<file path="src/rtl/starship_repair_combo_gen_if.sv">
// Handshake bundle between the Starship top level and the breach/repair combo generator.
interface starship_repair_combo_gen_if;
  logic        play;
  logic        combo_valid;
  logic [3:0]  combo_in;
  logic [1:0]  room_sel;
  logic [3:0]  broken;
  logic [15:0] repair_combo;
  logic        repair_ok;
  logic        repair_fail;
  logic        game_over;

  modport master (
    output play, combo_valid, combo_in, room_sel,
    input  broken, repair_combo, repair_ok, repair_fail, game_over
  );

  modport slave (
    input  play, combo_valid, combo_in, room_sel,
    output broken, repair_combo, repair_ok, repair_fail, game_over
  );
endinterface

</file>
<file path="src/rtl/starship_repair_combo_gen.sv">
// Timed hull-breach generator for four rooms: issues a random repair nibble per breach,
// checks player entries and raises a sticky game_over when a room stays broken too long.
module starship_repair_combo_gen #(
  parameter int unsigned BREAK_INTERVAL = 100_000_000,
  parameter int unsigned REPAIR_TIMEOUT = 500_000_000,
  parameter logic [15:0] LFSR_SEED      = 16'hACE1
) (
  input  logic                        board_clk,
  input  logic                        Reset,
  starship_repair_combo_gen_if.slave  bus
);

  localparam logic [31:0] INT_LAST  = 32'(BREAK_INTERVAL - 1);
  localparam logic [31:0] TMR_LAST  = 32'(REPAIR_TIMEOUT - 1);
  localparam logic [15:0] LFSR_TAPS = 16'hB400;

  logic [15:0]      lfsr_q, lfsr_d;
  logic [31:0]      int_cnt_q, int_cnt_d;
  logic [3:0][31:0] timer_q, timer_d;
  logic [3:0]       broken_q, broken_d;
  logic [3:0][3:0]  combo_q, combo_d;
  logic             repair_ok_q, repair_ok_d;
  logic             repair_fail_q, repair_fail_d;
  logic             game_over_q, game_over_d;

  logic       run, breach, any_term, entry, hit;
  logic [1:0] cand;
  logic [3:0] term;

  always_comb begin
    run    = bus.play && !game_over_q;
    lfsr_d = {1'b0, lfsr_q[15:1]} ^ (lfsr_q[0] ? LFSR_TAPS : 16'h0000);

    breach    = run && (int_cnt_q == INT_LAST);
    int_cnt_d = int_cnt_q;
    if (run) int_cnt_d = breach ? 32'd0 : int_cnt_q + 32'd1;

    for (int r = 0; r < 4; r++)
      term[r] = run && broken_q[r] && (timer_q[r] == TMR_LAST);
    any_term = |term;

    // A timer expiring this cycle ends the game, so the entry and any breach are discarded.
    entry = bus.combo_valid && run && !any_term;
    hit   = entry && broken_q[bus.room_sel] && (bus.combo_in == combo_q[bus.room_sel]);
    cand  = lfsr_q[1:0];

    broken_d = broken_q;
    combo_d  = combo_q;
    timer_d  = timer_q;
    for (int r = 0; r < 4; r++)
      if (run && broken_q[r]) timer_d[r] = timer_q[r] + 32'd1;

    if (hit) begin
      broken_d[bus.room_sel] = 1'b0;
      combo_d[bus.room_sel]  = 4'h0;
      timer_d[bus.room_sel]  = 32'd0;
    end

    // Candidate already broken (including one being repaired now) drops the attempt.
    if (breach && !any_term && !broken_q[cand]) begin
      broken_d[cand] = 1'b1;
      combo_d[cand]  = lfsr_q[7:4];
      timer_d[cand]  = 32'd0;
    end

    game_over_d   = game_over_q || any_term;
    repair_ok_d   = hit;
    repair_fail_d = entry && !hit;
  end

  always_ff @(posedge board_clk or posedge Reset) begin
    if (Reset) begin
      lfsr_q        <= LFSR_SEED;
      int_cnt_q     <= '0;
      timer_q       <= '0;
      broken_q      <= '0;
      combo_q       <= '0;
      repair_ok_q   <= 1'b0;
      repair_fail_q <= 1'b0;
      game_over_q   <= 1'b0;
    end else begin
      lfsr_q        <= lfsr_d;
      int_cnt_q     <= int_cnt_d;
      timer_q       <= timer_d;
      broken_q      <= broken_d;
      combo_q       <= combo_d;
      repair_ok_q   <= repair_ok_d;
      repair_fail_q <= repair_fail_d;
      game_over_q   <= game_over_d;
    end
  end

  assign bus.broken       = broken_q;
  assign bus.repair_combo = combo_q;
  assign bus.repair_ok    = repair_ok_q;
  assign bus.repair_fail  = repair_fail_q;
  assign bus.game_over    = game_over_q;

endmodule

</file>
<file path="src/flat_wrapper.sv">
// flat-port wrapper written by rule: the top's interface ports become plain ports
module starship_repair_combo_gen_flat 
#(
  parameter int unsigned BREAK_INTERVAL = 100_000_000,
  parameter int unsigned REPAIR_TIMEOUT = 500_000_000,
  parameter logic [15:0] LFSR_SEED      = 16'hACE1
)
  (board_clk, Reset, bus_play, bus_combo_valid, bus_combo_in, bus_room_sel, bus_broken, bus_repair_combo, bus_repair_ok, bus_repair_fail, bus_game_over);
  starship_repair_combo_gen_if bus_i ();
  input  logic board_clk;
  input  logic Reset;
  input wire logic [$bits(bus_i.play)-1:0] bus_play;
  input wire logic [$bits(bus_i.combo_valid)-1:0] bus_combo_valid;
  input wire logic [$bits(bus_i.combo_in)-1:0] bus_combo_in;
  input wire logic [$bits(bus_i.room_sel)-1:0] bus_room_sel;
  output wire logic [$bits(bus_i.broken)-1:0] bus_broken;
  output wire logic [$bits(bus_i.repair_combo)-1:0] bus_repair_combo;
  output wire logic [$bits(bus_i.repair_ok)-1:0] bus_repair_ok;
  output wire logic [$bits(bus_i.repair_fail)-1:0] bus_repair_fail;
  output wire logic [$bits(bus_i.game_over)-1:0] bus_game_over;
  assign bus_i.play = bus_play;
  assign bus_i.combo_valid = bus_combo_valid;
  assign bus_i.combo_in = bus_combo_in;
  assign bus_i.room_sel = bus_room_sel;
  assign bus_broken = bus_i.broken;
  assign bus_repair_combo = bus_i.repair_combo;
  assign bus_repair_ok = bus_i.repair_ok;
  assign bus_repair_fail = bus_i.repair_fail;
  assign bus_game_over = bus_i.game_over;
  starship_repair_combo_gen #(.BREAK_INTERVAL(BREAK_INTERVAL), .REPAIR_TIMEOUT(REPAIR_TIMEOUT), .LFSR_SEED(LFSR_SEED)) u_core (.board_clk(board_clk), .Reset(Reset), .bus(bus_i));
endmodule
</file>
<file path="config.mk">
export PLATFORM = sky130hd
export DESIGN_NAME = starship_repair_combo_gen_flat
export DESIGN_NICKNAME = d
export VERILOG_FILES = /design/src/rtl/starship_repair_combo_gen_if.sv /design/src/rtl/starship_repair_combo_gen.sv /design/src/flat_wrapper.sv
export SDC_FILE = /design/constraint.sdc
export NUM_CORES = 1
export LEC_CHECK = 0
export ABC_CLOCK_PERIOD_IN_PS = 9700
export BUFFER_PORTS_ARGS = -buffer_cell sky130_fd_sc_hd__buf_2
export CAP_MARGIN = 0
export CORE_ASPECT_RATIO = 2
export CORE_MARGIN = 3
export CORE_UTILIZATION = 55
export CTS_CLUSTER_SIZE = 12
export DETAILED_ROUTE_END_ITERATION = 7
export GPL_ROUTABILITY_DRIVEN = 0
export PLACE_DENSITY = 0.83
export SLEW_MARGIN = 0
export SYNTH_ARGS = -nofsm -noshare
export SYNTH_HDL_FRONTEND = slang
export SYNTH_SLANG_ARGS = --single-unit
</file>
<file path="constraint.sdc">
create_clock -name board_clk -period 9.7 [get_ports board_clk]
set_input_delay 0.485 -clock board_clk [delete_from_list [all_inputs] [get_ports board_clk]]
set_output_delay 0.485 -clock board_clk [all_outputs]
set_load 0.005 [all_outputs]
</file>
### Word level (Yosys, flattened, before mapping)

Cells that the tools add are included.

| cells by class | value |
|---|---|
| add/subtract/negate cells | 5 |
| magnitude comparators | 4 |
| equality and inequality tests | 6 |
| muxes and demuxes | 31 |
| bitwise gates (word level) | 10 |
| reduce and logical (&&, ||, !) cells | 25 |

Operators with widths:

| kind | count |
|---|---|
| 128-bit AND | 2 |
| 128-bit two-way mux | 2 |
| 128-bit inverter | 2 |
| 32-bit two-way mux | 7 |
| 32-bit by 1-bit adder with 32-bit output, second input constant | 5 |
| 32-bit demux with 2-bit select | 2 |
| 32-bit by 29-bit == test with 1-bit output, second input constant | 4 |
| 16-bit two-way mux | 3 |
| 32-bit by 27-bit == test with 1-bit output, second input constant | 1 |
| 4-bit two-way mux | 5 |
| 1-bit logical AND | 19 |
| 16-bit AND | 1 |
| 16-bit bitwise mux | 1 |
| 4-bit demux with 2-bit select | 2 |
| 16-bit inverter | 1 |
| 15-bit by 16-bit XOR with 16-bit output | 1 |
| 4-bit binary-select mux with 2-bit select | 1 |
| 2-bit by 3-bit < comparator with 1-bit output, second input constant | 2 |
| 4-bit AND | 1 |
| 1-bit binary-select mux with 2-bit select | 2 |
| 1-bit demux with 2-bit select | 2 |
| 4-bit == test | 1 |
| 2-bit by 1-bit >= comparator with 1-bit output, second input constant | 2 |
| 1-bit zero test | 4 |
| other kinds (5) | 8 |

| storage, ports and cells | value |
|---|---|
| register bits | 199 |
| output and inout bits | 23 |

### Logic depth before layout (Yosys ltp)

Gate-level depths: netlist (run 1).

| logic depth | value |
|---|---|
| depth in word-level cells | 12 |
| mapped depth | 8 |

### Worst setup path after synthesis (run 1)

OpenSTA, ideal clock, no wires.

| timing path | value |
|---|---|
| path type | input -> register |
| from | input port bus_room_sel[0] |
| to | register u_core.broken_q[0] (netlist: u_core.bus.broken[0]) |
| library setup time | 128 ps |
| data arrival time | 2414 ps |
| data required time | 9572 ps |
| path slack | 7159 ps |
| cell stages on the path | 7 |
| path buffers | 2 |
| path through | buf_4 > mux4_2 > xnor2_1 > nand4_2 > nor4_4 > buf_6 > o22ai_2 |

| on the way | value |
|---|---|
| word-level cells in the longest chain between the ends | 9 |
| elaborated cells on any way between the ends | 17 |
| classes of those cells | order compare: 2; eq/ne: 1; mux: 8; bitwise: 3; reduce/logical: 3 |

Ends and longest elaborated chain:

| item | line | text |
|---|---|---|
| start, declared | flat_wrapper.sv:15 | `input wire logic [$bits(bus_i.room_sel)-1:0] bus_room_sel;` |
| 2-bit by 3-bit < comparator with 1-bit output (implied by the code) / 2-bit by 1-bit >= comparator with 1-bit output (equally long branches) | starship_repair_combo_gen.sv:54 | `broken_d[bus.room_sel] = 1'b0;` |
| 1-bit logical AND (implied by the code) | starship_repair_combo_gen.sv:54 |  |
| 1-bit two-way mux (implied by the code) | starship_repair_combo_gen.sv:54 |  |
| 1-bit demux with 2-bit select | - |  |
| 4-bit inverter (no source line) | - |  |
| 4-bit AND (no source line) | - |  |
| 4-bit two-way mux * | starship_repair_combo_gen.sv:53 | `if (hit) begin` |
| 4-bit OR (no source line) | - |  |
| 4-bit two-way mux * | starship_repair_combo_gen.sv:60 | `if (breach && !any_term && !broken_q[cand]) begin` |
| via u_core.broken_d[0] | starship_repair_combo_gen.sv:20 | `logic [3:0] broken_q, broken_d;` |
| end signal, assigned | starship_repair_combo_gen.sv:85 | `broken_q <= broken_d;` |
| end, declared | starship_repair_combo_gen.sv:20 |  |

Mark *: on every way through the listed nets, which the timed path passes. The rest lies on a longest branch. The select of a mux whose other input is x is not followed.
A chain may end at the register's enable or synchronous reset.

==> results of run 1 <==
## power breakdown
| part | leakage [µW] | switching, µW | internal (µW) |
|---|---|---|---|
| logic | 0.00191 | 101 | 78.9 |
| registers | 0.00266 | 66.1 | 888 |
| clock network | 0.000298 | 341 | 392 |
## how the worst max path moves through the flow
stage                                          end  slack [ns]  depth (start not counted)
global route           u_core.timer_q[3]$_DFF_PP0_        6.27                          6
global placement       u_core.timer_q[3]$_DFF_PP0_        6.46                          7
floorplan           u_core.bus.broken[0]$_DFF_PP0_        3.80                          1
CTS                   u_core.timer_q[39]$_DFF_PP0_        6.51                          6
detailed placement     u_core.timer_q[2]$_DFF_PP0_        6.32                          7
finish                u_core.timer_q[39]$_DFF_PP0_        6.49                          6
## cell families (layout without fill, tap and decap cells)
logic type      count (synthesis)  after routing  share of synthesized area, %
buf+inv                        61             94                         3.139
flops                         199            199                         47.78
mux                            10             10                         1.330
fa+ha+maj                       5              5                        0.5991
compound gates                 52             52                         3.607
simple gates                  536            536                         30.63
xor+xnor                      154            154                         12.92
other cells                     0              3                             0
## area by class of cell
type | count | area [µm²]
fill | 1459 | 7131
multi-input combinational | 757 | 5125
sequential | 199 | 4990
clock buffer | 17 | 425.4
tap | 252 | 315.3
timing repair buffer | 38 | 205.2
clock inverter | 15 | 183.9
inverter | 24 | 97.59
antenna | 3 | 7.507
## flip-flops by register name, summed over array words and instances (netlist names)
signal                   cells
u_core.timer_q             128
u_core.int_cnt_q            32
u_core.bus.repair_combo     16
u_core.lfsr_q               16
u_core.bus.broken            4
u_core.bus.game_over         1
u_core.bus.repair_fail       1
u_core.bus.repair_ok         1
## worst reg2reg max path, stage by stage, from the launching register on
cell and delay [ns]:
dfrtp_1 0.45, nor2b_1 0.66, nand4_4 0.31, or4_1 0.65
nand3b_2 0.40, nor2_4 0.28, nor3_1 0.35
## stage by stage
stage | setup slack (ns) | power, µW | cell area [µm²]
final | 6.488 | 1867 | 11350
after global routing | 6.266 | 1943 | 11340
after CTS | 6.512 | 1880 | 11340
after detailed placement | 6.324 | 1141 | 10730
after global placement | 6.462 | 1131 | 10730
after floorplan | 3.803 | 1089 | 10440
## routing by layer
layer / global-route usage [%] / up-vias / wire (µm)
met4: 12.78 / 0 / 1107
met2: 39.93 / 230 / 12250
met1: 28.56 / 3855 / 8804
li1: - / 3677 / -
met3: 3.652 / 79 / 946
met5: 0 / - / 0
## cells in the final DEF, fill, tap and decap left out, types with 5 or more instances in the layout
cell type	instances
dfrtp_1	191
nor3_1	94
xnor2_1	93
nor2_1	83
nand2_1	76
xor2_1	61
nand3_1	54
nand4_1	39
buf_2	32
nor4_1	31
nor3_2	30
inv_1	23
and3_1	22
o21ai_0	20
clkbuf_16	17
o2bb2ai_1	12
or3_1	11
nor4b_1	10
and4_1	10
nor4bb_1	8
dfstp_2	8
and2_1	7
mux2i_1	6
a21oi_1	6
buf_4	6
or2_2	5
ha_1	5
inv_6	5
==> impl_results.md, run 1 <==
- # port buffers: 32
- PwrDens: 164.5 nW/µm²
- Final setup fails: 0
- Worst r2r src: u_core.bus.game_over$_DFF_PP0_
- Post-Route Setup TNS: 0 ns
- Slew Viols, Final: 0
- Mapped cell area: 10440 µm²
- DIE AREA: 20780 µm²
- Ys flop type: dfrtp_1
- Total GRT Usage: 23.81%
- Reg2reg setup slack: 6.49 ns
- Syn Nets: 1032
- Leakage: 0.004870 µW
- CTS Sinks: 199
- Min Hold Slack: 0.1799 ns
- Commonest cells post-synth: 191 x dfrtp_1, 94 x nor3_1, 93 x xnor2_1
- Gates resized, CTS repair: 0
- Via count: 7841
- Cells after Synth: 1017
- Fin crit share: 33.11%
- Synth cell types: 68
- Die W: 103.4 µm
- Worst Reg-to-Reg Cells: 6
- Library cell with the highest instance count after synthesis: dfrtp_1
- Slew HR: 22.53%
- Slowest-stage cell, CP: nor2b_1
- Drt total wl: 23100 µm
- Antenna violations before repair: 1
- Largest net degree at the start of global routing: 128
- HPWL after detailed placement: 15450 µm
- Clock Latency Late Sink: 0.44 ns
- Fin crit period: 3.212 ns
- Drc violations: 0
- Number of synthesized flops with an enable pin: 0
- Clock slew at reported path FFs: 0.07 ns
- Crit Path Max Fanout: 37
- Antenna Violating Nets Remaining: 0
- Ys Warns: 0
- Critical Path RT: 10.03 ns
- Area Overhead vs Synth: 8.686%
- Setup Buffers After CTS: 0
- DRT iter0 DRCs: 551
- Htree depth: 4
- Top cells by area, synth: dfrtp_1 46%, xnor2_1 7.8%, xor2_1 5.1%
- Crit. End Element: flip-flop
- Root Driver: clkbuf_16
- DR vias/cell: 6.008
- Arrival time worst endpoint: 3.54 ns
- Final Core Density: 61.42%
- Register area share after synthesis: 47.78%
- Area fraction of the dominant cell type after synthesis: 45.77%
- WP buf/inv: 0
- Hold_buf cts: 0
- TritonCTS Buffers: 17
- Bufs on Longest Clock Path: 2
- Initial Utilization: 56.51%
- Total global routing overflow: 0
- Worst Hold Class: input port to async pin
- Crit path launch: u_core.bus.game_over$_DFF_PP0_
- Layout cell share with drive strength beyond 1: 14.19%
- I/O pin cnt: 33
- Critical Path Start Type: flip-flop
- Vias in the first global route: 8221
- Delay of the slowest cell on the worst path: 0.66 ns
- Capturing point of the worst reg2reg path: u_core.timer_q[39]$_DFF_PP0_
- Top cell type by total area after synthesis: dfrtp_1
- Pre-Repair DR Iteration Count: 5
- WS Path Type: flip-flop to flip-flop
- Site row count: 70
- Max frequency: 0.3114 GHz
- Post-placement cell count: 1270
- Yosys reg bits: 199
- Async S/R FF share, synth: 100.0%
- Worst vdd rail ir drop: 0.0001361 V
- Clock skew: 0.01304 ns
- First-pass GRT wire length: 39630 µm
- Status: finished clean
- Die H: 200.9 µm
- Core region area: 18480 µm²
- Fin. Hold Viols: 0
- Least-Margin Pin Slew: 1.159 ns
- Delay-heaviest family, CP: simple AND/OR/NAND/NOR gates
- CTS tree: yes
- CP Cell Sequence: nor2b_1 > nand4_4 > or4_1 > nand3b_2 > nor2_4 > nor3_1
- Layout Cells excl Fill: 1305
- Fin nets: 1052
- Syn avg cell area: 10.27 µm²
- RSZ-0062 raised after global routing: no
- Max cap viols: 0
- DR WL/cell: 17.70 µm
Power figures use the tool's default switching activity.
==> inputs of run 2 (changes only) <==
ABC_CLOCK_PERIOD_IN_PS = 2800   (was 9700)
PLACE_DENSITY = 0.86   (was 0.83)
clock period = 2.8 ns   (was 9.7 ns; I/O delays follow)
==> impl_results.md, run 2 (synthesized netlist as in run 1, its figures left out) <==
- Status: finished clean (unchanged)
- Leakage: 0.005531 µW (was 0.004870 µW)
- Die H: 200.9 µm (unchanged)
- Layout cell share with drive strength beyond 1: 22.75% (was 14.19%)
- Sw Pwr: 1735 µW (was 507.9 µW)
- First-pass GRT wire length: 42810 µm (was 39630 µm)
- Slew HR: 41.09% (was 22.53%)
- Hold Crit Start: bus_combo_valid
- Core region area: 18480 µm² (unchanged)
- DRT iter0 DRCs: 698 (was 551)
- DR WL/cell: 18.93 µm (was 17.70 µm)
- Drt total wl: 26920 µm (was 23100 µm)
- Worst Hold Class: input port to flip-flop (was input port to async pin)
- Most frequent cells in the layout: 191 x dfrtp_1, 111 x buf_4, 94 x nor3_1 (was 191 x dfrtp_1, 94 x nor3_1, 93 x xnor2_1)
- Flip-flop count of the largest register after layout: 128 (unchanged)
- PwrDens: 527.8 nW/µm² (was 164.5 nW/µm²)
- Critical Path RT: 3.16 ns (was 10.03 ns)
- Crit. End Element: flip-flop (unchanged)
- Flop pwr share: 49.9% (was 51.1%)
- TritonCTS Buffers: 17 (unchanged)
- Via count: 8829 (was 7841)
- Max cap viols: 0 (unchanged)
- Antenna Violating Nets Remaining: 0 (unchanged)
- CTS tree: yes (unchanged)
- Fill cell count: 1218 (was 1459)
- Area Overhead vs Synth: 18.84% (was 8.686%)
- Drc violations: 0 (unchanged)
- Bufs on Longest Clock Path: 2 (unchanged)
- Layout Cells excl Fill: 1422 (was 1305)
- Worst vdd rail ir drop: 0.0006894 V (was 0.0001361 V)
- Clock skew: 0.01069 ns (was 0.01304 ns)
- Final setup fails: 0 (unchanged)
- Post-placement cell count: 1379 (was 1270)
- Logic gate share of total power: 12.3% (was 9.6%)
- Critical Path Start Type: flip-flop (unchanged)
- Die W: 103.4 µm (unchanged)
- Worst r2r src: u_core.timer_q[76]$_DFF_PP0_ (was u_core.bus.game_over$_DFF_PP0_)
- Clk pwr share: 37.7% (was 39.3%)
- Vias in the first global route: 9026 (was 8221)
- Clock Latency Late Sink: 0.45 ns (was 0.44 ns)
- HPWL after detailed placement: 17220 µm (was 15450 µm)
- Largest net degree at the start of global routing: 60 (was 128)
- Max frequency: 0.3573 GHz (was 0.3114 GHz)
- Antenna violations before repair: 0 (was 1)
- Largest regs: u_core.timer_q x128, u_core.int_cnt_q x32 (unchanged)
- Fin. Hold Viols: 0 (unchanged)
- Total global routing overflow: 0 (unchanged)
- Internal: 4815 µW (was 1359 µW)
- # port buffers: 32 (unchanged)
- Final Core Density: 67.15% (was 61.42%)
- Most common cell after layout, fill and taps aside: dfrtp_1 (unchanged)
- Delay-heaviest family, CP: simple AND/OR/NAND/NOR gates (unchanged)
- Delay of the slowest cell on the worst path: 0.57 ns (was 0.66 ns)
- Total GRT Usage: 25.70% (was 23.81%)
- Slew Viols, Final: 0 (unchanged)
- WS Path Type: flip-flop to flip-flop (unchanged)
- Fin crit share: 99.96% (was 33.11%)
- I/O pin cnt: 33 (unchanged)
- Least-Margin Pin Slew: 0.8818 ns (was 1.159 ns)
- Arrival time worst endpoint: 3.16 ns (was 3.54 ns)
- Biggest register: u_core.timer_q (unchanged)
- DIE AREA: 20780 µm² (unchanged)
- Root Driver: clkbuf_16 (unchanged)
- Initial Utilization: 56.51% (unchanged)
- Site row count: 70 (unchanged)
- Crit Path Max Fanout: 32 (was 37)
- Slowest-stage cell, CP: or4_1 (was nor2b_1)
- Pre-Repair DR Iteration Count: 6 (was 5)
- Fin nets: 1172 (was 1052)
- Htree depth: 4 (unchanged)
- WP buf/inv: 2 (was 0)
- CP Cell Sequence: or4b_1 > or4_1 > nor4_4 > or3_4 > buf_4 > o32ai_4 > buf_12 > a21oi_1 (was nor2b_1 > nand4_4 > or4_1 > nand3b_2 > nor2_4 > nor3_1)
- Fin crit period: 2.799 ns (was 3.212 ns)
- CTS Sinks: 199 (unchanged)
- Reg2reg setup slack: 0.001 ns (was 6.49 ns)
- Sw frac: 26.48% (was 27.20%)
- Crit path launch: u_core.timer_q[76]$_DFF_PP0_ (was u_core.bus.game_over$_DFF_PP0_)
- Clock slew at reported path FFs: 0.07 ns (about the same)
- DR vias/cell: 6.209 (was 6.008)
-- run 2: worst paths after layout --
kind                                                       end  cells after the start
worst min register to register     u_core.lfsr_q[11]$_DFF_PP1_                      0
worst max-delay path              u_core.timer_q[97]$_DFF_PP0_                      8
worst max register to register    u_core.timer_q[97]$_DFF_PP0_                      8
worst min-delay path            u_core.bus.repair_ok$_DFF_PP0_                      4
max in group asynchronous          u_core.lfsr_q[11]$_DFF_PP1_                      4
min in group asynchronous        u_core.timer_q[114]$_DFF_PP0_                      3
-- run 2: power by group through the flow --
| stage | Combinational, µW | Sequential, µW | Clock, µW |
|---|---|---|---|
| 2_1_floorplan | 478 | 3290 | 0 |
| 3_3_place_gp | 727 | 3300 | 0 |
| 3_5_place_dp | 772 | 3320 | 0 |
| 4_1_cts | 791 | 3260 | 2480 |
| 5_1_grt | 890 | 3290 | 2590 |
| 6_report | 809 | 3270 | 2470 |
-- run 2: through the flow --
stage	setup WS, ns	hold WS [ns]	power, µW	TNS, ns	instance area (µm²)
after global routing	-0.03560	0.2049	6768	-0.7490	12410
after CTS	-0.04262	0.1369	6531	-0.3896	12310
final	0.001092	0.1916	6550	0	12410
after floorplan	0.09219	0.3312	3772	0	10450
after detailed placement	-0.09038	0.3358	4088	-2.857	11670
after global placement	-0.04857	0.3365	4027	-1.075	11670
-- run 2: final cells by class --
cell class	count	area, µm²	area share (%)
Antenna cell	1	2.502	0.02017
Clock buffer	21	460.4	3.710
Clock inverter	10	120.1	0.9679
Inverter	24	93.84	0.7562
Multi-Input combinational cell	759	5184	41.77
Sequential cell	199	4990	40.21
Tap cell	252	315.3	2.541
Timing Repair Buffer	156	1244	10.02
-- run 2: worst register-to-register path: stages, from the launching register on --
cell,delay [ns]
dfrtp_1,0.43
or4b_1,0.54
or4_1,0.57
nor4_4,0.30
or3_4,0.23
buf_4,0.14
o32ai_4,0.14
buf_12,0.19
a21oi_1,0.17
-- run 2: metal layers --
| layer | share of wire, % | vias to the layer above | global-route usage (%) |
|---|---|---|---|
| met5 | 0 | - | 0 |
| met4 | 4.7 | 0 | 13.06 |
| met3 | 5.4 | 120 | 3.861 |
| met2 | 55 | 411 | 45.41 |
| met1 | 35 | 4386 | 28.89 |
| li1 | - | 3912 | - |
-- run 2: what timing repair did --
action	CTS	global route
buffers inserted	2	6
hold buffers	1	0
resized for setup	1	5
gates cloned	1	1
endpoints found under the hold margin	34	0
setup endpoints to repair	79	80
pin swaps	4	4
==> inputs of run 3 (changes only) <==
ABC_CLOCK_PERIOD_IN_PS = 2900   (was 2800)
CTS_BUF_LIST = sky130_fd_sc_hd__clkbuf_4 sky130_fd_sc_hd__clkbuf_8   (was unset)
PLACE_DENSITY = 0.83   (was 0.86)
clock period = 2.9 ns   (was 2.8 ns; I/O delays follow)
==> impl_results.md, run 3 (synthesized netlist as in run 1, its figures left out) <==
- Least-Margin Pin Slew: 0.9648 ns (was 0.8818 ns)
- Drt total wl: 23480 µm (was 26920 µm)
- Slew Viols, Final: 0 (unchanged)
- Reg2reg setup slack: 0.11 ns (was 0.001 ns)
- Slowest-stage cell, CP: nor2_4 (was or4_1)
- Min Hold Slack: 0.1094 ns (was 0.1916 ns)
- # port buffers: 32 (unchanged)
- Biggest register: u_core.timer_q (unchanged)
- CTS tree: yes (unchanged)
- I/O pin cnt: 33 (unchanged)
- PwrDens: 479.6 nW/µm² (was 527.8 nW/µm²)
- Layout cell share with drive strength beyond 1: 18.60% (was 22.75%)
- Critical Path Start Type: flip-flop (unchanged)
- Most frequent cells in the layout: 190 x dfrtp_1, 94 x nor3_1, 92 x xnor2_1 (was 191 x dfrtp_1, 111 x buf_4, 94 x nor3_1)
- HPWL after detailed placement: 16000 µm (was 17220 µm)
- Status: finished clean (unchanged)
- Final setup fails: 0 (unchanged)
- Clock skew: 0.01646 ns (was 0.01069 ns)
- Htree depth: 4 (unchanged)
- Largest net degree at the start of global routing: 112 (was 60)
- Worst Hold Class: input port to flip-flop (unchanged)
- Leakage: 0.005068 µW (was 0.005531 µW)
- Initial Utilization: 56.51% (unchanged)
- Bufs on Longest Clock Path: 2 (unchanged)
- Antenna violations before repair: 0 (unchanged)
- Delay of the slowest cell on the worst path: 0.65 ns (was 0.57 ns)
- Worst Reg-to-Reg Cells: 6 (was 8)
- Fin crit share: 96.35% (was 99.96%)
- Fin nets: 1104 (was 1172)
- Core region area: 18480 µm² (unchanged)
- Vias in the first global route: 8123 (was 9026)
- WS Path Type: flip-flop to flip-flop (unchanged)
- Most common cell after layout, fill and taps aside: dfrtp_1 (unchanged)
- Largest regs: u_core.timer_q x128, u_core.int_cnt_q x32 (unchanged)
- Total GRT Usage: 23.63% (was 25.70%)
- ANT cells: 0 (was 1)
- Max cap viols: 0 (unchanged)
- Flip-flop count of the largest register after layout: 128 (unchanged)
- Site row count: 70 (unchanged)
- Die W: 103.4 µm (unchanged)
- TritonCTS Buffers: 17 (unchanged)
- Hold Path Depth: 4 (unchanged)
- Clock Latency Late Sink: 0.48 ns (was 0.45 ns)
- RSZ-0062 raised after global routing: yes
- Pre-Repair DR Iteration Count: 5 (was 6)
- Critical Path RT: 3.21 ns (was 3.16 ns)
- First-pass GRT wire length: 39370 µm (was 42810 µm)
- Fin crit period: 2.794 ns (was 2.799 ns)
- CTS Sinks: 199 (unchanged)
- Crit. End Element: flip-flop (unchanged)
- Via count: 8062 (was 8829)
- Arrival time worst endpoint: 3.11 ns (was 3.16 ns)
- Worst path depth: 6 (was 8)
- Worst vdd rail ir drop: 0.0004472 V (was 0.0006894 V)
- Antenna Violating Nets Remaining: 0 (unchanged)
- Drc violations: 0 (unchanged)
- DIE AREA: 20780 µm² (unchanged)
- Max frequency: 0.3579 GHz (was 0.3573 GHz)
- Crit Path Max Fanout: 36 (was 32)
- DRT iter0 DRCs: 438 (was 698)
- Total global routing overflow: 0 (unchanged)
- CP Cell Sequence: or4b_1 > or3b_4 > nor3_4 > nand4_2 > nor2_4 > nor3_1 (was or4b_1 > or4_1 > nor4_4 > or3_4 > buf_4 > o32ai_4 > buf_12 > a21oi_1)
- Post-Route Setup TNS: 0 ns (unchanged)
- Root Driver: clkbuf_8 (was clkbuf_16)
- Fin. Hold Viols: 0 (unchanged)
- DR vias/cell: 5.954 (was 6.209)
- Die H: 200.9 µm (unchanged)
- Slew HR: 35.47% (was 41.09%)
- Delay-heaviest family, CP: simple AND/OR/NAND/NOR gates (unchanged)
- WP buf/inv: 0 (was 2)
- Area Overhead vs Synth: 11.41% (was 18.84%)
- Clock slew at reported path FFs: 0.11 ns (was 0.07 ns)
- DR WL/cell: 17.34 µm (was 18.93 µm)
[run 3: area by class of cell]
cell class	count	area (µm²)
clock buffers	18	247.7
clock inverters	14	137.6
fillers	1461	6847
inverters	24	93.84
multi-input cells	759	5190
flip-flops and latches	199	4991
well taps	252	315.3
repair buffers	88	658.1
[run 3: what timing repair did]
action,4_1_cts,5_1_grt
hold buffers,1,0
hold endpoints to repair,16,0
endpoints found under the setup margin,61,107
gates resized for setup,3,7
pin swaps,0,4
buffers inserted,2,0
cloned,2,0
[run 3: final timing paths]
| kind | startpoint | end |
|---|---|---|
| max | u_core.int_cnt_q[19]$_DFFE_PP0N_ | u_core.timer_q[64]$_DFF_PP0_ |
| min | bus_combo_valid | u_core.bus.repair_ok$_DFF_PP0_ |
| max reg2reg | u_core.int_cnt_q[19]$_DFFE_PP0N_ | u_core.timer_q[64]$_DFF_PP0_ |
| min reg2reg | u_core.lfsr_q[2]$_DFF_PP0_ | u_core.lfsr_q[1]$_DFF_PP0_ |
| max in group asynchronous | Reset | u_core.timer_q[68]$_DFF_PP0_ |
| min in group asynchronous | Reset | u_core.int_cnt_q[20]$_DFFE_PP0N_ |
[run 3: worst register-to-register path: stages (launching register included)]
cell and delay [ns]:
dfrtp_1 0.42, or4b_1 0.57, or3b_4 0.44, nor3_4 0.22
nand4_2 0.18, nor2_4 0.65, nor3_1 0.15
[run 3: through the flow]
stage | worst slack [ns] | cells | area, µm² | total power, µW | utilization (%)
after floorplan | 0.1872 | 1017 | 10450 | 3642 | -
after global placement | 0.004109 | 1317 | 11160 | 3829 | 60.37
after detailed placement | -0.06344 | 1317 | 11160 | 3866 | 60.37
after CTS | 0.02058 | 1354 | 11600 | 5613 | 62.75
after global routing | -0.01500 | 1354 | 11630 | 5856 | 62.95
final | 0.1058 | 1354 | 11630 | 5580 | 62.95
[run 3: layer usage]
layer	vias to the layer above	track usage (%)	share of wire, %
met5	-	0	0
li1	3780	-	-
met3	49	3.930	4.1
met1	4004	28.90	39
met2	229	40.53	54
met4	0	9.356	3.1
[run 3: report_power, final]
part / internal (µW) / switching [µW] / leakage, µW
clock network: 728 / 1030 / 0.000198
registers: 2970 / 192 / 0.00266
logic: 309 / 349 / 0.00221
